$ cat src/rtl/alarm_arm_controller_if.sv
// Signal bundle between the alarm arming controller and its user/sensor/display side.
// The master drives sensors and user inputs; the slave (controller) drives status.
interface alarm_arm_controller_if;
  logic [3:0] sensors;
  logic [3:0] code_in;
  logic       btn_enter;
  logic [2:0] state;
  logic       armed;
  logic       siren;
  logic [3:0] countdown;
  logic [2:0] sensor_cnt;

  modport master (
    output sensors, code_in, btn_enter,
    input  state, armed, siren, countdown, sensor_cnt
  );

  modport slave (
    input  sensors, code_in, btn_enter,
    output state, armed, siren, countdown, sensor_cnt
  );
endinterface

$ cat src/rtl/alarm_arm_controller.sv
// Arming/disarming FSM for the home alarm: user code entry, exit/entry countdowns,
// siren drive and display status, all outputs registered.
module alarm_arm_controller #(
  parameter int unsigned TICK_DIV    = 100_000_000,
  parameter int unsigned EXIT_DELAY  = 10,
  parameter int unsigned ENTRY_DELAY = 8,
  parameter logic [3:0]  ARM_CODE    = 4'hA,
  parameter int unsigned MAX_FAILS   = 3
) (
  input logic clk,
  input logic rst_n,
  alarm_arm_controller_if.slave bus
);

  localparam logic [2:0] ST_DISARMED = 3'd0;
  localparam logic [2:0] ST_EXIT     = 3'd1;
  localparam logic [2:0] ST_ARMED    = 3'd2;
  localparam logic [2:0] ST_ENTRY    = 3'd3;
  localparam logic [2:0] ST_ALARM    = 3'd4;

  localparam int unsigned PW        = (TICK_DIV > 1) ? $clog2(TICK_DIV) : 1;
  localparam logic [PW-1:0] TICK_LAST = PW'(TICK_DIV - 1);

  logic [3:0]    sensMeta_q, sensSync_q;
  logic [3:0]    codeMeta_q, codeSync_q;
  logic          btnMeta_q, btnSync_q, btnPrev_q;
  logic          commit_q, codeOk_q;
  logic [2:0]    state_q, state_d;
  logic [3:0]    count_q, count_d;
  logic [2:0]    fail_q, fail_d;
  logic [PW-1:0] presc_q, presc_d;
  logic          armed_q, siren_q;
  logic [2:0]    sensorCnt_q;
  logic          tick, correctCommit, wrongCommit, failLimit;

  // The commit pulse and its code match are registered together, which gives the
  // three-cycle path from the first btn_enter sample to the state register.
  always_ff @(posedge clk or negedge rst_n) begin
    if (!rst_n) begin
      sensMeta_q  <= '0;
      sensSync_q  <= '0;
      codeMeta_q  <= '0;
      codeSync_q  <= '0;
      btnMeta_q   <= 1'b0;
      btnSync_q   <= 1'b0;
      btnPrev_q   <= 1'b0;
      commit_q    <= 1'b0;
      codeOk_q    <= 1'b0;
      sensorCnt_q <= '0;
    end else begin
      sensMeta_q  <= bus.sensors;
      sensSync_q  <= sensMeta_q;
      codeMeta_q  <= bus.code_in;
      codeSync_q  <= codeMeta_q;
      btnMeta_q   <= bus.btn_enter;
      btnSync_q   <= btnMeta_q;
      btnPrev_q   <= btnSync_q;
      commit_q    <= btnSync_q & ~btnPrev_q;
      codeOk_q    <= (codeSync_q == ARM_CODE);
      sensorCnt_q <= 3'($countones(sensSync_q));
    end
  end

  assign tick          = (presc_q == TICK_LAST);
  assign correctCommit = commit_q & codeOk_q;
  assign wrongCommit   = commit_q & ~codeOk_q;
  assign failLimit     = wrongCommit && (({1'b0, fail_q} + 4'd1) >= 4'(MAX_FAILS));

  // Event priority: correct commit, then fail limit, then tick expiry, then sensor trip.
  always_comb begin
    state_d = state_q;
    count_d = count_q;
    fail_d  = fail_q;
    case (state_q)
      ST_DISARMED: begin
        if (correctCommit) begin
          state_d = ST_EXIT;
          count_d = 4'(EXIT_DELAY);
        end
      end
      ST_EXIT: begin
        if (correctCommit) begin
          state_d = ST_DISARMED;
          count_d = '0;
        end else if (tick) begin
          if (count_q == 4'd1) begin
            state_d = ST_ARMED;
            count_d = '0;
          end else begin
            count_d = count_q - 4'd1;
          end
        end
      end
      ST_ARMED: begin
        if (correctCommit) begin
          state_d = ST_DISARMED;
        end else if (|sensSync_q) begin
          state_d = ST_ENTRY;
          count_d = 4'(ENTRY_DELAY);
          fail_d  = '0;
        end
      end
      ST_ENTRY: begin
        if (correctCommit) begin
          state_d = ST_DISARMED;
          count_d = '0;
        end else if (failLimit) begin
          state_d = ST_ALARM;
          count_d = '0;
          fail_d  = 3'(MAX_FAILS);
        end else begin
          if (wrongCommit) begin
            fail_d = fail_q + 3'd1;
          end
          if (tick) begin
            if (count_q == 4'd1) begin
              state_d = ST_ALARM;
              count_d = '0;
            end else begin
              count_d = count_q - 4'd1;
            end
          end
        end
      end
      ST_ALARM: begin
        if (correctCommit) begin
          state_d = ST_DISARMED;
        end
      end
      default: begin
        state_d = ST_DISARMED;
        count_d = '0;
      end
    endcase

    if (state_d != state_q || tick) begin
      presc_d = '0;
    end else begin
      presc_d = presc_q + PW'(1);
    end
  end

  always_ff @(posedge clk or negedge rst_n) begin
    if (!rst_n) begin
      state_q <= ST_DISARMED;
      count_q <= '0;
      fail_q  <= '0;
      presc_q <= '0;
      armed_q <= 1'b0;
      siren_q <= 1'b0;
    end else begin
      state_q <= state_d;
      count_q <= count_d;
      fail_q  <= fail_d;
      presc_q <= presc_d;
      armed_q <= (state_d == ST_ARMED) || (state_d == ST_ENTRY) || (state_d == ST_ALARM);
      siren_q <= (state_d == ST_ALARM);
    end
  end

  assign bus.state      = state_q;
  assign bus.armed      = armed_q;
  assign bus.siren      = siren_q;
  assign bus.countdown  = count_q;
  assign bus.sensor_cnt = sensorCnt_q;

endmodule
$ cat src/flat_wrapper.sv
// flat-port wrapper written by rule: the top's interface ports become plain ports
module alarm_arm_controller_flat 
#(
  parameter int unsigned TICK_DIV    = 100_000_000,
  parameter int unsigned EXIT_DELAY  = 10,
  parameter int unsigned ENTRY_DELAY = 8,
  parameter logic [3:0]  ARM_CODE    = 4'hA,
  parameter int unsigned MAX_FAILS   = 3
)
  (clk, rst_n, bus_sensors, bus_code_in, bus_btn_enter, bus_state, bus_armed, bus_siren, bus_countdown, bus_sensor_cnt);
  alarm_arm_controller_if bus_i ();
  input logic clk;
  input logic rst_n;
  input wire logic [$bits(bus_i.sensors)-1:0] bus_sensors;
  input wire logic [$bits(bus_i.code_in)-1:0] bus_code_in;
  input wire logic [$bits(bus_i.btn_enter)-1:0] bus_btn_enter;
  output wire logic [$bits(bus_i.state)-1:0] bus_state;
  output wire logic [$bits(bus_i.armed)-1:0] bus_armed;
  output wire logic [$bits(bus_i.siren)-1:0] bus_siren;
  output wire logic [$bits(bus_i.countdown)-1:0] bus_countdown;
  output wire logic [$bits(bus_i.sensor_cnt)-1:0] bus_sensor_cnt;
  assign bus_i.sensors = bus_sensors;
  assign bus_i.code_in = bus_code_in;
  assign bus_i.btn_enter = bus_btn_enter;
  assign bus_state = bus_i.state;
  assign bus_armed = bus_i.armed;
  assign bus_siren = bus_i.siren;
  assign bus_countdown = bus_i.countdown;
  assign bus_sensor_cnt = bus_i.sensor_cnt;
  alarm_arm_controller #(.TICK_DIV(TICK_DIV), .EXIT_DELAY(EXIT_DELAY), .ENTRY_DELAY(ENTRY_DELAY), .ARM_CODE(ARM_CODE), .MAX_FAILS(MAX_FAILS)) u_core (.clk(clk), .rst_n(rst_n), .bus(bus_i));
endmodule
$ cat config.mk
export PLATFORM = sky130hd
export DESIGN_NAME = alarm_arm_controller_flat
export DESIGN_NICKNAME = d
export VERILOG_FILES = /design/src/rtl/alarm_arm_controller_if.sv /design/src/rtl/alarm_arm_controller.sv /design/src/flat_wrapper.sv
export SDC_FILE = /design/constraint.sdc
export NUM_CORES = 1
export LEC_CHECK = 0
export ABC_AREA = 0
export ABC_CLOCK_PERIOD_IN_PS = 5720
export CORE_ASPECT_RATIO = 1.25
export CORE_MARGIN = 4
export CORE_UTILIZATION = 58
export CTS_CLUSTER_SIZE = 16
export DETAILED_ROUTE_END_ITERATION = 8
export PLACE_DENSITY = 0.79
export SETUP_SLACK_MARGIN = 0.4
export SLEW_MARGIN = 15
export SYNTH_ARGS = -nofsm -noshare
export SYNTH_HDL_FRONTEND = slang
export SYNTH_SLANG_ARGS = --single-unit
$ cat constraint.sdc
create_clock -name clk -period 5.72 [get_ports clk]
set_input_delay 1.144 -clock clk [delete_from_list [all_inputs] [get_ports clk]]
set_output_delay 1.144 -clock clk [all_outputs]
set_load 0.02 [all_outputs]
# Yosys cells after proc, flatten, opt, wreduce, memory -nomap -nowiden
# Index checks and enable logic that the tools add are counted.
# totals
elab_cells	83
out_inout_bits	12
register_bits	63
in_bits	11
# classes
mux	28
n_reduce_logical	9
bitwise	6
n_eq_ne	16
n_addsub	7
magnitude_cmp	1
# op_table
cell	n
two-way mux 3 bit	16
two-way mux 4 bit	8
adder 27 x 1 -> 27 bit (second input constant)	1
equality test 27 bit (second input constant)	1
two-way mux 27 bit	1
one-hot mux 4 bit (5 select lines)	1
one-hot mux 3 bit (5 select lines)	1
equality test 3 x 2 -> 1 bit (second input constant)	4
equality test 3 bit (second input constant)	2
one-hot mux 3 bit (2 select lines)	1
AND reduction 5 bit	1
adder 1 x 1 -> 2 bit	2
adder 3 x 1 -> 4 bit (second input constant)	1
equality test 4 x 1 -> 1 bit (second input constant)	1
equality test 4 bit (second input constant)	1
greater-or-equal comparator 4 x 2 -> 1 bit (second input constant)	1
inequality test 2 x 1 -> 1 bit (second input constant)	2
inequality test 2 bit (second input constant)	2
AND reduction 4 bit	1
OR reduction 4 bit	1
subtractor 4 x 1 -> 4 bit (second input constant)	1
adder 3 x 1 -> 3 bit (second input constant)	1
adder 3 bit	1
AND 1 bit	3
other kinds (8)	12

# Depth between registers and ports, before layout
# Gate-level depths: netlist of run 1.
# logic_depth
ltp_word	9
ltp_mapped	7

# Least setup slack after synthesis of run 1
# OpenSTA, ideal clock, no wires.
# synth_path
path_kind	register -> register
from	register u_core.state_q[0] (netlist: u_core.bus.state[0])
to	register u_core.presc_q[16]
stages_incl_launch_ff	8
required_time_ns	5.584
arrival_time_ns	1.837
path_slack_ns	3.747
path_buffers	2
period_less_slack_ns	1.973
cell_sequence	dfrtp_1 clkbuf_1 nand2b_1 a21oi_1 o221ai_1 o221ai_2 clkbuf_1 nor3_1
# synth_via
elab_chain_len	8
word_cells_on_any_way	20
classes_between	5 x eq/ne; 13 x mux; 2 x reduce/logical
# synth_rtl
item	line	text
from (decl)	alarm_arm_controller.sv:28	logic [2:0] state_q, state_d;
from (signal assigned)	alarm_arm_controller.sv:152	state_q <= state_d;
two-way mux 3 bit	alarm_arm_controller.sv:116	if (count_q == 4'd1) begin
two-way mux 3 bit	alarm_arm_controller.sv:115	if (tick) begin
two-way mux 3 bit	alarm_arm_controller.sv:107	end else if (failLimit) begin
two-way mux 3 bit	alarm_arm_controller.sv:104	if (correctCommit) begin
one-hot mux 3 bit (5 select lines)	alarm_arm_controller.sv:74	case (state_q)
inequality test 3 bit *	alarm_arm_controller.sv:136	if (state_d != state_q || tick) begin
logical OR 1 bit *	alarm_arm_controller.sv:136	
two-way mux 27 bit *	alarm_arm_controller.sv:136	
named net u_core.presc_d[16]	alarm_arm_controller.sv:31	logic [PW-1:0] presc_q, presc_d;
to (signal assigned)	alarm_arm_controller.sv:155	presc_q <= presc_d;
to (decl)	alarm_arm_controller.sv:31	
# The timed path passes the listed nets; every way through them passes the cells marked *.
# A chain may end at the register's enable or synchronous reset.

# Worst setup path in the final report of run 1
# layout_path
from	register u_core.state_q[1] (netlist: u_core.bus.state[1])
to	output bus_state[1]
# layout_lines
item	line	text
to (decl)	flat_wrapper.sv:17	output wire logic [$bits(bus_i.state)-1:0] bus_state;
# No word-level cell between the ends.

==> results of run 1 <==
[cell usage in the layout, fill, tap and decap left out, drive strengths merged, types with 3 or more instances in the layout]
| cell | instances |
|---|---|
| and4 | 5 |
| and3 | 3 |
| or4 | 3 |
| nand2 | 17 |
| nor2 | 29 |
| clkinv | 4 |
| xor2 | 6 |
| ha | 10 |
| clkdlybuf4s50 | 21 |
| clkbuf | 10 |
| nand4 | 9 |
| nor2b | 3 |
| a21oi | 8 |
| dfrtp | 63 |
| nor3 | 26 |
| o21ai | 4 |
| xnor2 | 20 |
| inv | 13 |
| nand2b | 4 |
| and2 | 3 |
| nor4 | 3 |
| a21o | 3 |
| nand3 | 13 |
[layer usage]
metal / share of wire, % / track usage [%]
met5: 0 / 0
met4: 2.8 / 10.43
met3: 4.8 / 5.741
met2: 51 / 34.36
met1: 41 / 25.11
[path summary, 6_finish.rpt]
kind / startpoint / end / slack [ns]
worst min register to register: u_core.sensMeta_q[3] / u_core.sensSync_q[3] / 0.35
max in group asynchronous: rst_n / u_core.presc_q[12] / 4.23
worst max-delay path: u_core.bus.state[1] / bus_state[1] / 2.96
worst max register to register: u_core.presc_q[0] / u_core.bus.countdown[1] / 3.17
min in group asynchronous: rst_n / u_core.fail_q[1] / 0.95
worst min-delay path: u_core.sensMeta_q[3] / u_core.sensSync_q[3] / 0.35
[stage by stage]
step	cell area [um2]	total power, mW	hold WS [ns]	setup WS, ns
detailed placement	3228	0.6509	0.3355	3.208
floorplan	2968	0.6011	0.3312	3.747
global route	3421	1.046	0.3658	2.904
global placement	3228	0.6446	0.3318	3.347
finish	3421	0.9941	0.3474	2.964
CTS	3410	1.003	0.3526	2.968
[layout make-up]
cell class | instances | area, um2
fillers | 380 | 1414
multi-input cells | 192 | 1320
inverters | 12 | 45.04
well taps | 60 | 75.07
clock inverters | 6 | 43.79
flip-flops and latches | 63 | 1577
repair buffers | 23 | 222.7
clock buffers | 10 | 137.6
[power by group]
| part | total, mW | switching (mW) | internal [mW] |
|---|---|---|---|
| Combinational | 0.126 | 0.0683 | 0.0576 |
| Clock | 0.351 | 0.181 | 0.170 |
| Sequential | 0.517 | 0.0320 | 0.485 |
| Total | 0.994 | 0.281 | 0.713 |
[sequential cells by signal, indices dropped and copies added, names as in the netlist]
register               flops
u_core.bus.armed           1
u_core.codeMeta_q          4
u_core.bus.siren           1
u_core.btnMeta_q           1
u_core.btnSync_q           1
u_core.bus.state           3
u_core.sensSync_q          4
u_core.bus.countdown       4
u_core.commit_q            1
u_core.fail_q              3
u_core.btnPrev_q           1
u_core.codeOk_q            1
u_core.presc_q            27
u_core.bus.sensor_cnt      3
u_core.sensMeta_q          4
u_core.codeSync_q          4
[kinds of logic after synthesis]
kind of cell               after synthesis  synth area share, %
AOI/OAI and AO/OA                       29                6.999
xor gates and xnor gates                26                7.673
adders and majority gates               11                4.890
buffers and inverters                   21                2.782
DFF                                     63                53.12
and+or+nand+nor                        126                24.54
==> impl_metrics.env, run 1 <==
export IMPL_status="finished clean"
export IMPL_insertedDiodeCount=0
export IMPL_yosys_warnings=0
export IMPL_grt_max_degree=64
export IMPL_ant_nets=0
export IMPL_drc=0
export IMPL_grt_util_all_layers_pct=20.83
export IMPL_synth_area_leaders="dfrtp_1, xnor2_1, ha_1"
export IMPL_required_ns=4.58
export IMPL_synth_top_area_share_pct=53.12
export IMPL_dp_hpwl_um=3813
export IMPL_clockRootBuffer="clkbuf_8"
export IMPL_coreArea_mm2=0.004835
export IMPL_ys_flop_type="dfrtp_1"
export IMPL_grt_pass1_wl_um=10070
export IMPL_path_clk_slew_ns=0.07
export IMPL_finalMaxSlewViolations=0
export IMPL_cp_depth=1
export IMPL_maxCapViolCount=0
export IMPL_postCtsSetupBuffers=0
export IMPL_postCtsHoldBufs=0
export IMPL_firstDrtPassIters=4
export IMPL_power_leakage_nw=1.449
export IMPL_yosysMostFrequentCell="dfrtp_1"
export IMPL_synth_seq_cells=63
export IMPL_slew_headroom_pct=47.65
export IMPL_crit_slowest_cell="clkdlybuf4s50_1"
export IMPL_synth_area_per_cell_um2=10.75
export IMPL_cp_num_buf_inv=1
export IMPL_worstSetupPathType="reg -> out"
export IMPL_worstSkewPairLatency_ns=0.34
export IMPL_dpl_cell_count=350
export IMPL_startpoint_type="flop"
export IMPL_hold_viol=0
export IMPL_numCtsBuffers=9
export IMPL_synth_fp_nets=298
export IMPL_gp_congestion=0.7874
export IMPL_synth_commonest_cells="dfrtp_1, nor2_1, nor3_1"
export IMPL_synth_seq_area_share_pct=53.12
export IMPL_fp_row_count=28
export IMPL_worst_slew_pin_slew_ns=0.7852
export IMPL_max_stage_delay_ns=0.68
export IMPL_synth_cell_type_count=49
export IMPL_arrival_ns=1.61
export IMPL_cts_resized=0
export IMPL_die_y_um=87.98
export IMPL_path_delay_family="buffers and inverters"
export IMPL_reg2regPathDepth=6
export IMPL_layout_min_cycle_time_ns=2.756
export IMPL_rsz0062_at_grt="false"
export IMPL_start_util_pct=61.39
export IMPL_drive_above_1_share_pct=9.804
export IMPL_area_growth_pct=15.26
export IMPL_wl_per_cell_um=16.06
export IMPL_finalSetupTns_ns=0
export IMPL_port_buffers=22
export IMPL_post_drt_via_cell_ratio=5.926
export IMPL_powerDensity_mw_per_mm2=290.6
export IMPL_drt_iter0_drc=140
export IMPL_ios=23
export IMPL_critical_path_peak_fanout=14
export IMPL_syn_instance_count=276
export IMPL_finalNetCount=323
export IMPL_synthArstFlopShare_pct=100.0
export IMPL_path_cells="clkdlybuf4s50_1"
export IMPL_hp_class="reg -> reg"
export IMPL_yosysTopAreaCell="dfrtp_1"
export IMPL_min_path_cells=0
export IMPL_grt_pass1_vias=2190
export IMPL_end_kind="output port"
export IMPL_skew_ns=0.008551
export IMPL_netlist_area_mm2=0.002968
export IMPL_peakVddDrop_v=0.0002295
export IMPL_antenna_found_initial=0
export IMPL_die_area_mm2=0.006332
export IMPL_max_freq_ghz=0.3629
export IMPL_fin_cells=366
export IMPL_fin_crit_sh_pct=48.17
export IMPL_grt_overflow_total=0
export IMPL_fin_util_pct=70.76
export IMPL_setup_violations=0
export IMPL_die_w_um=71.98
export IMPL_cts_max_level=3
export IMPL_cts_max_path_buffers=2
export IMPL_cts_tree="built"
export IMPL_finalWirelength_um=5879
export IMPL_clock_sinks=63
export IMPL_synth_edf_count=0
export IMPL_num_vias=2169
(Power assumes the default switching activity.)
==> run 2: changes to the inputs <==
Settings changed: ABC_CLOCK_PERIOD_IN_PS 5720 to 2600.
Clock period 5.72 ns to 2.6 ns, I/O delays scaled along.
==> impl_metrics.env, run 2 (synthesized netlist as in run 1, its figures left out) <==
export IMPL_ant_nets=0
export IMPL_arrival_ns=1.59
export IMPL_finalMaxSlewViolations=0
export IMPL_antenna_found_initial=0
export IMPL_regMostFlops="u_core.presc_q"
export IMPL_most_common_layout_cells="dfrtp_1, nor2_1, nor3_1, clkdlybuf4s50_1, xnor2_1"
export IMPL_largest_reg_flops=27
export IMPL_powerDensity_mw_per_mm2=675.1
export IMPL_rsz0062_at_grt="false"
export IMPL_crit_slowest_cell="clkdlybuf4s50_1"
export IMPL_end_kind="output port"
export IMPL_area_growth_pct=17.54
export IMPL_route_layer_met1_wl_um=2480
export IMPL_worst_slew_pin_slew_ns=0.6261
export IMPL_grt_pass1_vias=2127
export IMPL_worstSetupPathType="reg -> out"
export IMPL_startpoint_type="flop"
export IMPL_postCtsHoldBufs=0
export IMPL_status="finished clean"
export IMPL_numCtsBuffers=9
export IMPL_drc=0
export IMPL_fin_crit_sh_pct=81.00
export IMPL_fill_cells=366
export IMPL_drt_iter0_drc=169
export IMPL_dr_wl_met2_um=2902
export IMPL_slew_headroom_pct=58.26
export IMPL_path_clk_slew_ns=0.07
export IMPL_dp_hpwl_um=3908
export IMPL_multiInputGateArea_mm2=0.001310
export IMPL_grt_max_degree=39
export IMPL_drive_above_1_share_pct=11.00
export IMPL_post_drt_via_cell_ratio=5.878
export IMPL_wl_met3_um=262
export IMPL_finalSetupTns_ns=0
export IMPL_wl_per_cell_um=15.65
export IMPL_port_buffers=22
export IMPL_cts_max_level=3
export IMPL_insertedDiodeCount=0
export IMPL_fp_row_count=28
export IMPL_gp_congestion=0.7829
export IMPL_grt_util_all_layers_pct=20.96
export IMPL_maxCapViolCount=0
export IMPL_max_freq_ghz=0.4748
export IMPL_firstDrtPassIters=4
export IMPL_clockRootBuffer="clkbuf_8"
export IMPL_layout_area_seq_mm2=0.001578
export IMPL_die_w_um=71.98
export IMPL_required_ns=2.08
export IMPL_die_y_um=87.98
export IMPL_path_delay_family="buffers and inverters"
export IMPL_hold_slack_ns=0.1918
export IMPL_finalWirelength_um=5774
export IMPL_setup_violations=0
export IMPL_peakVddDrop_v=0.0005144
export IMPL_start_util_pct=61.39
export IMPL_cp_num_buf_inv=1
export IMPL_worstSkewPairLatency_ns=0.34
export IMPL_path_cells="clkdlybuf4s50_1"
export IMPL_final_common_cell="dfrtp_1"
export IMPL_max_stage_delay_ns=0.68
export IMPL_cts_max_path_buffers=2
export IMPL_cts_tree="built"
export IMPL_power_leakage_nw=1.484
export IMPL_die_area_mm2=0.006332
export IMPL_coreArea_mm2=0.004835
export IMPL_top_layer="met4"
export IMPL_grt_pass1_wl_um=10090
export IMPL_hold_viol=0
export IMPL_clock_sinks=63
export IMPL_hp_class="in -> async"
export IMPL_grt_overflow_total=0
export IMPL_ios=23
export IMPL_num_vias=2169
export IMPL_skew_ns=0.01236
export IMPL_finalNetCount=326
export IMPL_critical_path_peak_fanout=13
export IMPL_layout_min_cycle_time_ns=2.106
## run 2: cell count changes in the layout (fill, tap and decap cells not counted), sizes merged
cell    previous run  this run
buf                2         5
bufinv             0         2
clkinv             4         2
clkbuf            10        11
inv               13        12
## run 2: cell type report
cell class / instances / share of cell area [%]
Timing Repair Buffer: 26 / 7.389
Inverter: 12 / 1.291
Clock inverter: 5 / 2.331
Tap cell: 60 / 2.152
Multi-Input combinational cell: 192 / 37.55
Clock buffer: 11 / 4.053
Sequential cell: 63 / 45.23
## run 2: timing repair
action	CTS	global route
setup buffers	0	0
endpoints found under the setup margin	0	15
resized for setup	0	2
endpoints found under the hold margin	0	0
## run 2: report_power, final
| group | internal [mW] | switching (mW) |
|---|---|---|
| combinational | 0.130 | 0.146 |
| clock | 0.566 | 0.374 |
| sequential | 1.07 | 0.0707 |
| total | 1.76 | 0.590 |
## run 2: path summary, 6_finish.rpt
check | from | endpoint | slack (ns) | cells past startpoint
min reg2reg | u_core.sensMeta_q[2] | u_core.sensSync_q[2] | 0.34 | 0
max in group asynchronous | rst_n | u_core.presc_q[16] | 1.79 | 2
min | rst_n | u_core.fail_q[1] | 0.19 | 1
max reg2reg | u_core.presc_q[0] | u_core.bus.state[1] | 0.57 | 6
min in group clk | u_core.sensMeta_q[2] | u_core.sensSync_q[2] | 0.34 | 0
max | u_core.bus.state[2] | bus_state[2] | 0.49 | 1
## run 2: through the flow
step | std cells | total power, mW | worst slack [ns] | cell area, um2 | util (%)
after detailed placement | 353 | 1.434 | 0.4846 | 3263 | 67.49
after floorplan | 276 | 1.322 | 0.6270 | 2968 | -
after CTS | 369 | 2.376 | 0.4678 | 3486 | 72.10
after global routing | 369 | 2.477 | 0.4032 | 3488 | 72.15
after global placement | 353 | 1.426 | 0.5494 | 3263 | 67.49
final | 369 | 2.355 | 0.4939 | 3488 | 72.15
## run 2: per-layer routing
layer	vias up	GRT usage (%)
met2	59	34.20
li1	1031	-
met3	12	3.904
met4	0	11.97
met1	1067	26.16
met5	-	0
## run 2: worst reg2reg max path: stages, from the launching register on
cell and delay, ns:
dfrtp_1 0.39, ha_1 0.19, and3_2 0.28, and3_4 0.25, nand3_4 0.08, or4b_1 0.49, a311oi_1 0.26
==> run 3: changes to the inputs <==
Settings changed: ABC_CLOCK_PERIOD_IN_PS 2600 to 1900, CORE_UTILIZATION 58 to 52, PLACE_DENSITY 0.79 to 0.75.
Clock period 2.6 ns to 1.9 ns, I/O delays scaled along.
==> impl_metrics.env, run 3 (synthesized netlist as in run 1, its figures left out) <==
export IMPL_ant_nets=0
export IMPL_finalSetupTns_ns=-0.2471
export IMPL_cts_max_level=3
export IMPL_cts_tree="built"
export IMPL_crit_slowest_cell="dfrtp_1"
export IMPL_path_cells="nor4b_4, nand4_1, buf_6, nor3_4, o21ai_2, a221o_1"
export IMPL_rsz0062_at_grt="true"
export IMPL_fin_crit_sh_pct=105.3
export IMPL_drive_above_1_share_pct=43.54
export IMPL_fin_cells=420
export IMPL_antenna_found_initial=0
export IMPL_die_w_um=75.57
export IMPL_arrival_ns=2.22
export IMPL_port_buffers=22
export IMPL_final_common_cell="dfrtp_1"
export IMPL_fill_cells=301
export IMPL_postCtsHoldBufs=0
export IMPL_grt_pass1_wl_um=12990
export IMPL_grt_overflow_total=0
export IMPL_drt_iter0_drc=133
export IMPL_grt_util_all_layers_pct=24.50
export IMPL_grt_max_degree=64
export IMPL_largest_reg_flops=27
export IMPL_violations="negative setup slack"
export IMPL_peakVddDrop_v=0.0008926
export IMPL_powerDensity_mw_per_mm2=768.2
export IMPL_multiInputGateArea_mm2=0.001674
export IMPL_layout_min_cycle_time_ns=2.001
export IMPL_most_common_layout_cells="dfrtp_1, buf_4, nor3_2, xnor2_1"
export IMPL_max_stage_delay_ns=0.43
export IMPL_num_vias=2569
export IMPL_ios=23
export IMPL_skew_ns=0.008446
export IMPL_finalNetCount=373
export IMPL_clockRootBuffer="clkbuf_8"
export IMPL_die_area_mm2=0.006988
export IMPL_firstDrtPassIters=4
export IMPL_clock_sinks=63
export IMPL_setup_violations=6
export IMPL_cts_max_path_buffers=2
export IMPL_finalWirelength_um=8184
export IMPL_max_freq_ghz=0.4998
export IMPL_finalPower_mw=3.318
export IMPL_critical_path_peak_fanout=5
export IMPL_coreArea_mm2=0.005480
export IMPL_maxCapViolCount=0
export IMPL_required_ns=2.12
export IMPL_status="complete, but fails checks"
export IMPL_placed_cell_area_mm2=0.003530
export IMPL_fp_row_count=30
export IMPL_post_drt_via_cell_ratio=6.117
export IMPL_area_growth_pct=45.53
export IMPL_path_clk_slew_ns=0.08
export IMPL_hold_slack_ns=0.02780
export IMPL_worstSkewPairLatency_ns=0.34
export IMPL_drc=0
export IMPL_start_util_pct=54.16
export IMPL_fin_util_pct=78.81
export IMPL_end_kind="flop"
export IMPL_dpl_cell_count=375
export IMPL_layout_area_seq_mm2=0.001582
export IMPL_power_leakage_nw=1.828
export IMPL_die_y_um=92.47
export IMPL_hp_class="in -> async"
export IMPL_slew_headroom_pct=73.86
export IMPL_grt_pass1_vias=2683
export IMPL_numCtsBuffers=9
export IMPL_finalMaxSlewViolations=0
export IMPL_worstSetupPathType="reg -> reg"
export IMPL_startpoint_type="flop"
export IMPL_design_area_mm2=0.004319
export IMPL_worst_slew_pin_slew_ns=0.3880
export IMPL_gp_congestion=0.8824
export IMPL_regMostFlops="u_core.presc_q"
export IMPL_wl_per_cell_um=19.49
export IMPL_pre_cts_ws_ns=0.02163
export IMPL_hold_viol=0
export IMPL_dp_hpwl_um=4116
export IMPL_setup_ws_ns=-0.1008
export IMPL_insertedDiodeCount=0
[run 3: report_power, final]
group	internal, mW	switching (mW)	total [mW]
combinational	0.289	0.281	0.570
clock	0.645	0.545	1.19
sequential	1.46	0.0969	1.56
[run 3: area by class of cell]
class / instances / share of cell area (%)
clock buffer: 10 / 3.187
clock inverter: 6 / 1.622
inverter: 12 / 1.043
multi-input combinational: 192 / 38.76
sequential: 63 / 36.62
tap: 64 / 1.854
timing repair buffer: 73 / 16.92
[run 3: final timing paths]
check / from / to / slack, ns / depth (start not counted)
max: u_core.presc_q[10] / u_core.bus.countdown[1] / -0.10 / 6
min: rst_n / u_core.fail_q[1] / 0.03 / 2
max reg2reg: u_core.presc_q[10] / u_core.bus.countdown[1] / -0.10 / 6
min reg2reg: u_core.codeMeta_q[1] / u_core.codeSync_q[1] / 0.35 / 0
max in group asynchronous: rst_n / u_core.presc_q[18] / 1.56 / 2
min in group clk: u_core.codeMeta_q[1] / u_core.codeSync_q[1] / 0.35 / 0
[run 3: metal layers]
metal	GRT usage, %	vias up	wire, um
li1	-	1123	-
met1	29.45	1289	2991
met2	38.76	118	4266
met3	5.429	39	515
met4	15.31	0	410
met5	0	-	0
[run 3: critical path: cells and delay by family (launching register included)]
| kind | cells | cell delay (ns) |
|---|---|---|
| AOI/OAI and AO/OA | 2 | 0.44 |
| and+or+nand+nor | 3 | 0.85 |
| DFF | 1 | 0.43 |
| buffers and inverters | 1 | 0.17 |
[run 3: timing repair]
action / in CTS / in global routing
gates cloned: 3 / 0
setup endpoints to repair: 50 / 45
gates resized for setup: 63 / 38
pin swaps: 24 / 15
hold endpoints to repair: 0 / 0
setup buffers: 18 / 8
